$ cat src/rtl/real_avg_to_int.sv
// ---------------------------------------------------------------------------
// real_avg_to_int
//
// Decimating averager on the output side of the svreal real-to-integer path.
// Fixed-point samples (signed mantissa, value = mantissa * 2^IN_EXP) arrive
// over a valid/ready handshake. Each window of 2^LOG2_N accepted samples is
// summed. The sum is converted to floor(average value), clamped to a signed
// OUT_WIDTH-bit integer, and offered over an output valid/ready handshake.
//
// Ports:
//   clk        in   1          clock, all state changes on the rising edge
//   rst        in   1          synchronous reset, active-high
//   in_mant    in   IN_WIDTH   signed input mantissa
//   in_valid   in   1          in_mant is valid
//   in_ready   out  1          a sample is accepted this cycle if in_valid
//   out_int    out  OUT_WIDTH  signed averaged integer result
//   out_sat    out  1          out_int was clamped to the output range
//   out_valid  out  1          out_int / out_sat hold a pending result
//   out_ready  in   1          consumer takes the result this cycle
// ---------------------------------------------------------------------------
module real_avg_to_int #(
    parameter int IN_WIDTH  = 16,
    parameter int IN_EXP    = -8,
    parameter int OUT_WIDTH = 8,
    parameter int LOG2_N    = 2
) (
    input  logic                        clk,
    input  logic                        rst,
    input  logic signed [IN_WIDTH-1:0]  in_mant,
    input  logic                        in_valid,
    output logic                        in_ready,
    output logic signed [OUT_WIDTH-1:0] out_int,
    output logic                        out_sat,
    output logic                        out_valid,
    input  logic                        out_ready
);

    // Samples per window and derived widths.
    // The accumulator gains LOG2_N bits over the mantissa, which is exactly
    // enough for N full-scale samples of either sign.
    localparam int N     = 1 << LOG2_N;
    localparam int ACC_W = IN_WIDTH + LOG2_N;
    localparam int CNT_W = LOG2_N + 1;

    // Dividing by N and scaling by 2^IN_EXP collapse into one right shift.
    // IN_EXP is never positive, so the shift is never negative.
    localparam int SHIFT = LOG2_N - IN_EXP;

    // Working width for the shifted sum. It is one bit wider than both the
    // sum and the output, so the clamp comparisons see the true value.
    localparam int WIDE = ((ACC_W > OUT_WIDTH) ? ACC_W : OUT_WIDTH) + 1;

    localparam logic signed [WIDE-1:0] OUT_MAX =
        $signed({{(WIDE-OUT_WIDTH+1){1'b0}}, {(OUT_WIDTH-1){1'b1}}});
    localparam logic signed [WIDE-1:0] OUT_MIN =
        $signed({{(WIDE-OUT_WIDTH+1){1'b1}}, {(OUT_WIDTH-1){1'b0}}});

    localparam logic signed [CNT_W-1:0] CNT_FULL = CNT_W'(N);

    // Reject parameter combinations the arithmetic above cannot handle.
    generate
        if (IN_EXP > 0 || IN_EXP < -(IN_WIDTH + LOG2_N)) begin : g_bad_exp
            $error("real_avg_to_int: IN_EXP out of range");
        end
        if (OUT_WIDTH < 2 || OUT_WIDTH > 32) begin : g_bad_out_width
            $error("real_avg_to_int: OUT_WIDTH out of range");
        end
        if (LOG2_N < 0 || LOG2_N > 8) begin : g_bad_log2_n
            $error("real_avg_to_int: LOG2_N out of range");
        end
    endgenerate

    // ACCUM collects samples. HOLD presents a finished result.
    localparam logic [0:0] S_ACCUM = 1'b0;
    localparam logic [0:0] S_HOLD  = 1'b1;

    logic [0:0]               state;
    logic signed [ACC_W-1:0]  acc;
    logic [CNT_W-1:0]         cnt;

    logic signed [ACC_W-1:0]  mant_ext;
    logic signed [ACC_W-1:0]  full_sum;
    logic [CNT_W-1:0]         cnt_next;
    logic signed [WIDE-1:0]   sum_wide;
    logic signed [WIDE-1:0]   q;
    logic signed [OUT_WIDTH-1:0] sat_int;
    logic                     sat_flag;
    logic                     accept;

    // Reset gates in_ready directly. No sample can slip in during the reset
    // cycle, even though the state is only cleared at the edge.
    assign in_ready  = (state == S_ACCUM) && !rst;
    assign out_valid = (state == S_HOLD);
    assign accept    = in_valid && in_ready;

    // Sum that includes the sample being offered this cycle. The final sample
    // of a window is converted straight from this value, which removes a
    // cycle of latency.
    always_comb begin
        mant_ext = ACC_W'(in_mant);
        full_sum = acc + mant_ext;
        cnt_next = cnt + CNT_W'(1);
    end

    // Floor of the average value. An arithmetic shift rounds toward minus
    // infinity, so -1.25 becomes -2. Out-of-range values clamp and raise the
    // saturation flag.
    always_comb begin
        sum_wide = WIDE'(full_sum);
        q        = sum_wide >>> SHIFT;
        sat_int  = q[OUT_WIDTH-1:0];
        sat_flag = 1'b0;
        if (q > OUT_MAX) begin
            sat_int  = OUT_MAX[OUT_WIDTH-1:0];
            sat_flag = 1'b1;
        end else if (q < OUT_MIN) begin
            sat_int  = OUT_MIN[OUT_WIDTH-1:0];
            sat_flag = 1'b1;
        end
    end

    // Main sequencer. Samples accumulate until the window is full. The result
    // registers then load, and the block holds until the consumer takes the
    // result. out_int and out_sat are left alone on release, so the last
    // result stays readable after out_valid drops.
    always_ff @(posedge clk) begin
        if (rst) begin
            state   <= S_ACCUM;
            acc     <= '0;
            cnt     <= '0;
            out_int <= '0;
            out_sat <= 1'b0;
        end else begin
            case (state)
                S_ACCUM: begin
                    if (accept) begin
                        acc <= full_sum;
                        cnt <= cnt_next;
                        if (cnt_next == CNT_FULL) begin
                            out_int <= sat_int;
                            out_sat <= sat_flag;
                            state   <= S_HOLD;
                        end
                    end
                end
                S_HOLD: begin
                    if (out_ready) begin
                        acc   <= '0;
                        cnt   <= '0;
                        state <= S_ACCUM;
                    end
                end
                default: begin
                    state <= S_ACCUM;
                end
            endcase
        end
    end

endmodule

$ cat config.mk
export PLATFORM = sky130hd
export DESIGN_NAME = real_avg_to_int
export DESIGN_NICKNAME = d
export VERILOG_FILES = /design/src/rtl/real_avg_to_int.sv
export SDC_FILE = /design/constraint.sdc
export NUM_CORES = 1
export LEC_CHECK = 0
export ABC_AREA = 1
export BUFFER_PORTS_ARGS = -buffer_cell sky130_fd_sc_hd__buf_4
export CORE_MARGIN = 2
export CORE_UTILIZATION = 60
export DETAILED_ROUTE_END_ITERATION = 6
export PLACE_DENSITY = 0.86
export SYNTH_ARGS = -nofsm -noshare
export SYNTH_HDL_FRONTEND = slang
export SYNTH_SLANG_ARGS = --single-unit
$ cat constraint.sdc
create_clock -name clk -period 3.5 [get_ports clk]
set_clock_uncertainty 0.1 [all_clocks]
set_input_delay 0.525 -clock clk [delete_from_list [all_inputs] [get_ports clk]]
set_output_delay 0.525 -clock clk [all_outputs]
set_load 0.01 [all_outputs]
# == Word-level counts from Yosys, hierarchy flattened ==
# Cells that the tools add are included.
# word_totals
ff_bits,31
inputBits,20
out_inout_bits,11
wordCells,32
# op_classes
n_addsub,2
order_cmp,2
bitwise,1
n_mux,14
eq_ne,3
reduce_logical,5
# op_table
op,n
$mux W18,2
$pmux W18 S2,1
$add A18 B16 Y18,1
$mux W8,2
$gt A8 B8 Y1 const B,1
$lt A8 B8 Y1 const B,1
$mux W3,2
$pmux W3 S2,1
$mux W1,5
$ne A2 B2 Y1 const B,2
$add A3 B1 Y3 const B,1
$eq A3 B3 Y1 const B,1
$reduce_and A3 Y1,1
$logic_and A1 B1 Y1,2
$pmux W1 S2,1
$reduce_and A2 Y1,1
$logic_not A1 Y1,1
$not A1 Y1,1

# == Longest topological paths before layout ==
# depth
depth_word,5
mapped_depth,14

# == Worst setup path after synthesis ==
# Ideal clock, no wire load.
# synth_path
kind,input-to-reg
start,in in_mant[0]
end,reg out_int[6]
t_required_ns,3.291
n_path_buf,0
setup_slack_ns,1.455
setup_time_ns,0.109
arrival_ns,1.836
cell_stages,13
path_cell_list,ha_1 > inv_1 > fa_1 > o21ai_2 > nand2_1 > nand2_2 > nand2_2 > nand2_1 > nand2_1 > nand2_1 > nand2_1 > nand2_1 > inv_1
# synth_via
elab_chain_len,4
elab_cells_between_ends,5
classes_between,add/sub (1); order compare (2); mux (2)
# synth_lines
element,line,rtl
from (decl),29,"input logic signed [IN_WIDTH-1:0] in_mant,"
$add A18 B16 Y18 (*),101,full_sum = acc + mant_ext;
$lt A8 B8 Y1,116,end else if (q < OUT_MIN) begin
$mux W8,116,
$mux W8 (*),113,if (q > OUT_MAX) begin
to (signal assigned),140,out_int <= sat_int;
to (decl),32,"output logic signed [OUT_WIDTH-1:0] out_int,"
# Every way passes the cells marked *; elsewhere a longest branch is shown, timed or not.
# A chain may end at the register's enable or synchronous reset.

# == Final worst setup path ==
# layout_path
start,reg acc[0]
end,reg acc[14]
# layout_via
elab_chain_len,3
# layout_lines
element,line,rtl
from (decl),78,logic signed [ACC_W-1:0] acc;
from (signal assigned),137,acc <= full_sum;
$add A18 B16 Y18,101,
$mux W18,136,if (accept) begin
$pmux W18 S2,134,case (state)
# No other way between the ends. The select of a mux whose other input is x is not followed.

==> reports/metrics.cfg <==
[worst_setup_path]
arrival_ns=2.16
r2r_slack_ns=1.51
criticalPathCategory=reg -> reg
worstPathMaxFanout=4
cp_data_required_time_ns=3.67
path_buf_inv=1
r2r-start=acc[0]
cp_top_family=adder cells
ff2ff_path_depth=12
critPathLaunchType=flip-flop
cp_cell_sequence=ha_1 -> inv_1 -> fa_1 -> o21ai_2 -> nand2_2 -> nand2_2 -> nand2_1 -> nand2_1 -> nand2_1 -> nand2_1 -> nand2_1 -> a21oi_2
crit_slowest_cell=fa_1
path_common_cell=nand2_1
cp-end-kind=flip-flop
cpPeakStageDelay_ns=0.41
timing.rr.end=acc[14]

[route]
wl_per_cell_um=12.1
post_drt_via_cell_ratio=5.25
vias=2104
drt-total-wl_mm=4.84
drcViolationCount=0
firstDrtPassIters=4
drtIter0Drc=170
antenna_left=0

[power_and_ir_drop]
max-vdd-ir-drop_v=0.000379
power.density_nw_per_um2=397
leakage_uw=0.00134

[floorplanning]
die_width_um=64.3
start_util=0.639
fp-row-count=21
core_area_um2=3420
dieHeight_um=64.3
pin_count=31
die_area_um2=4140

[timing]
post-route-min-period_ns=1.99
hold_viol=0
finalCritPeriodShare=0.567
tightest_slew_ns=0.532
fmax_mhz=504
fin_hold_ws_ns=0.354
setup_viol=0
slew_viol_final=0
rsz0062_at_grt=false
max_slew_margin=0.645
setup_tns_ns=0

[yosys]
syn_avg_cell_area_um2=6.78
ys_types=33
syn_nets=362
ys.flop_type=dfxtp_1
synth_edf_count=0
synth_seq_cells=31
yosysTopAreaCellShare=0.284
synthArstFlopShare=0
syn-cell-area_um2=2180
synth.most_common_cell=nand2_1
yosysSeqAreaShare=0.284
synth_commonest_cells=nand2_1, inv_1, dfxtp_1
synth_area_leader_cell=dfxtp_1
synth_cells=322
yosys_warnings=0
synthTopCellsByArea=dfxtp_1, nand2_1, ha_1, inv_1, a21oi_1

[global_routing]
gr-total-overflow=0
grt_pass1_vias=2043
grt.total_usage=0.263
grt_pass1_wl_mm=8.75
grt_max_degree=15
grt_antenna_before_repair=0

[min_path]
min_to=acc[10]
hold-path-cell-count=2
min_from=rst
hp-class=in -> reg

[clock_tree]
htree_num_levels=2
clk-insertion-delay-late_ns=0.34
cts.sinks=31
cts_resized=0
cts_hold_buffers=0
cts-root-buf=clkbuf_4
numCtsBuffers=5
cts_tree=yes
cts_setup_buffers=0
clkTransAtPathRegs_ns=0.12
clock_path_buffers=2

[cells_and_area]
num-nets-final=394
regArea_um2=621
num-fill-cells=288
drive_above_1_share=0.208
n_antenna_cell=0
areaGrowthSynthToFinish_pct=14.4
multi_input_area_um2=1360

[placed_design]
dp_hpwl_mm=3.78
portBuffers=30
place.gp.congestion=0.912

[run_status]
status=finished clean

[run]
drv_cap=0

metal layers:
layer / GRT usage / routed length [µm] / vias up
li1: - / - / 1103
met4: 0.0771 / 45 / 0
met3: 0.0440 / 319 / 4
met5: 0 / 0 / -
met1: 0.357 / 2330 / 930
met2: 0.430 / 2140 / 67
power breakdown:
| part | internal (µW) | switching [µW] | total, µW |
|---|---|---|---|
| combinational | 128 | 214 | 342 |
| sequential | 383 | 17.9 | 401 |
| clock | 117 | 130 | 248 |
| total | 629 | 362 | 991 |
metrics by stage:
stage | power (µW) | worst slack, ns | instance area, µm² | utilization | instances
CTS | 991 | 1.51 | 2500 | 0.731 | 401
global placement | 737 | 1.28 | 2420 | 0.710 | 393
detailed placement | 744 | 1.24 | 2420 | 0.710 | 393
global route | 1060 | 1.30 | 2500 | 0.731 | 401
floorplan | 666 | 1.46 | 2180 | - | 322
finish | 991 | 1.51 | 2500 | 0.731 | 401
cell families after synthesis:
kind of cell | share of synthesized area
simple gates | 0.342
flops | 0.284
fa+ha+maj | 0.118
compound gates | 0.156
xor+xnor | 0.00802
buf+inv | 0.0911
sequential cells by signal, indices dropped and copies added, names as in the netlist:
| name | flops |
|---|---|
| acc | 18 |
| out_int | 8 |
| cnt | 3 |
| out_sat | 1 |
| out_valid | 1 |
cell type report:
type,count,area share
sequential,31,0.248
clock inverter,1,0.00301
clock buffer,7,0.0261
timing repair buffer,30,0.0902
inverter,42,0.0631
tap,46,0.0230
multi-input combinational,244,0.546
cells in the final DEF, fill, tap and decap left out, drive strengths merged:
cell type    n
buf         30
a21oi       27
xor2         1
clkinvlp     1
fa           1
o21a         2
inv         42
o21bai       4
or2          1
a22o         2
o21ai       15
dfxtp       31
nor3         3
nand3       18
clkbuf       7
ha          19
xnor2        1
nand2      118
a32o         1
a21o         1
nand3b       4
nor2        24
o22ai        2
how the worst max path moves through the flow:
stage / cells after the start / slack, ns / to / from
2_1_floorplan: 13 / 1.46 / out_int[6] / in_mant[0]
3_3_place_gp: 12 / 1.28 / out_int[4] / in_mant[0]
3_5_place_dp: 14 / 1.24 / out_int[6] / in_mant[0]
4_1_cts: 13 / 1.51 / out_int[6] / acc[0]
5_1_grt: 13 / 1.30 / out_int[6] / acc[0]
6_report: 12 / 1.51 / acc[14] / acc[0]
Note: power is estimated with default switching activity, not from simulation.
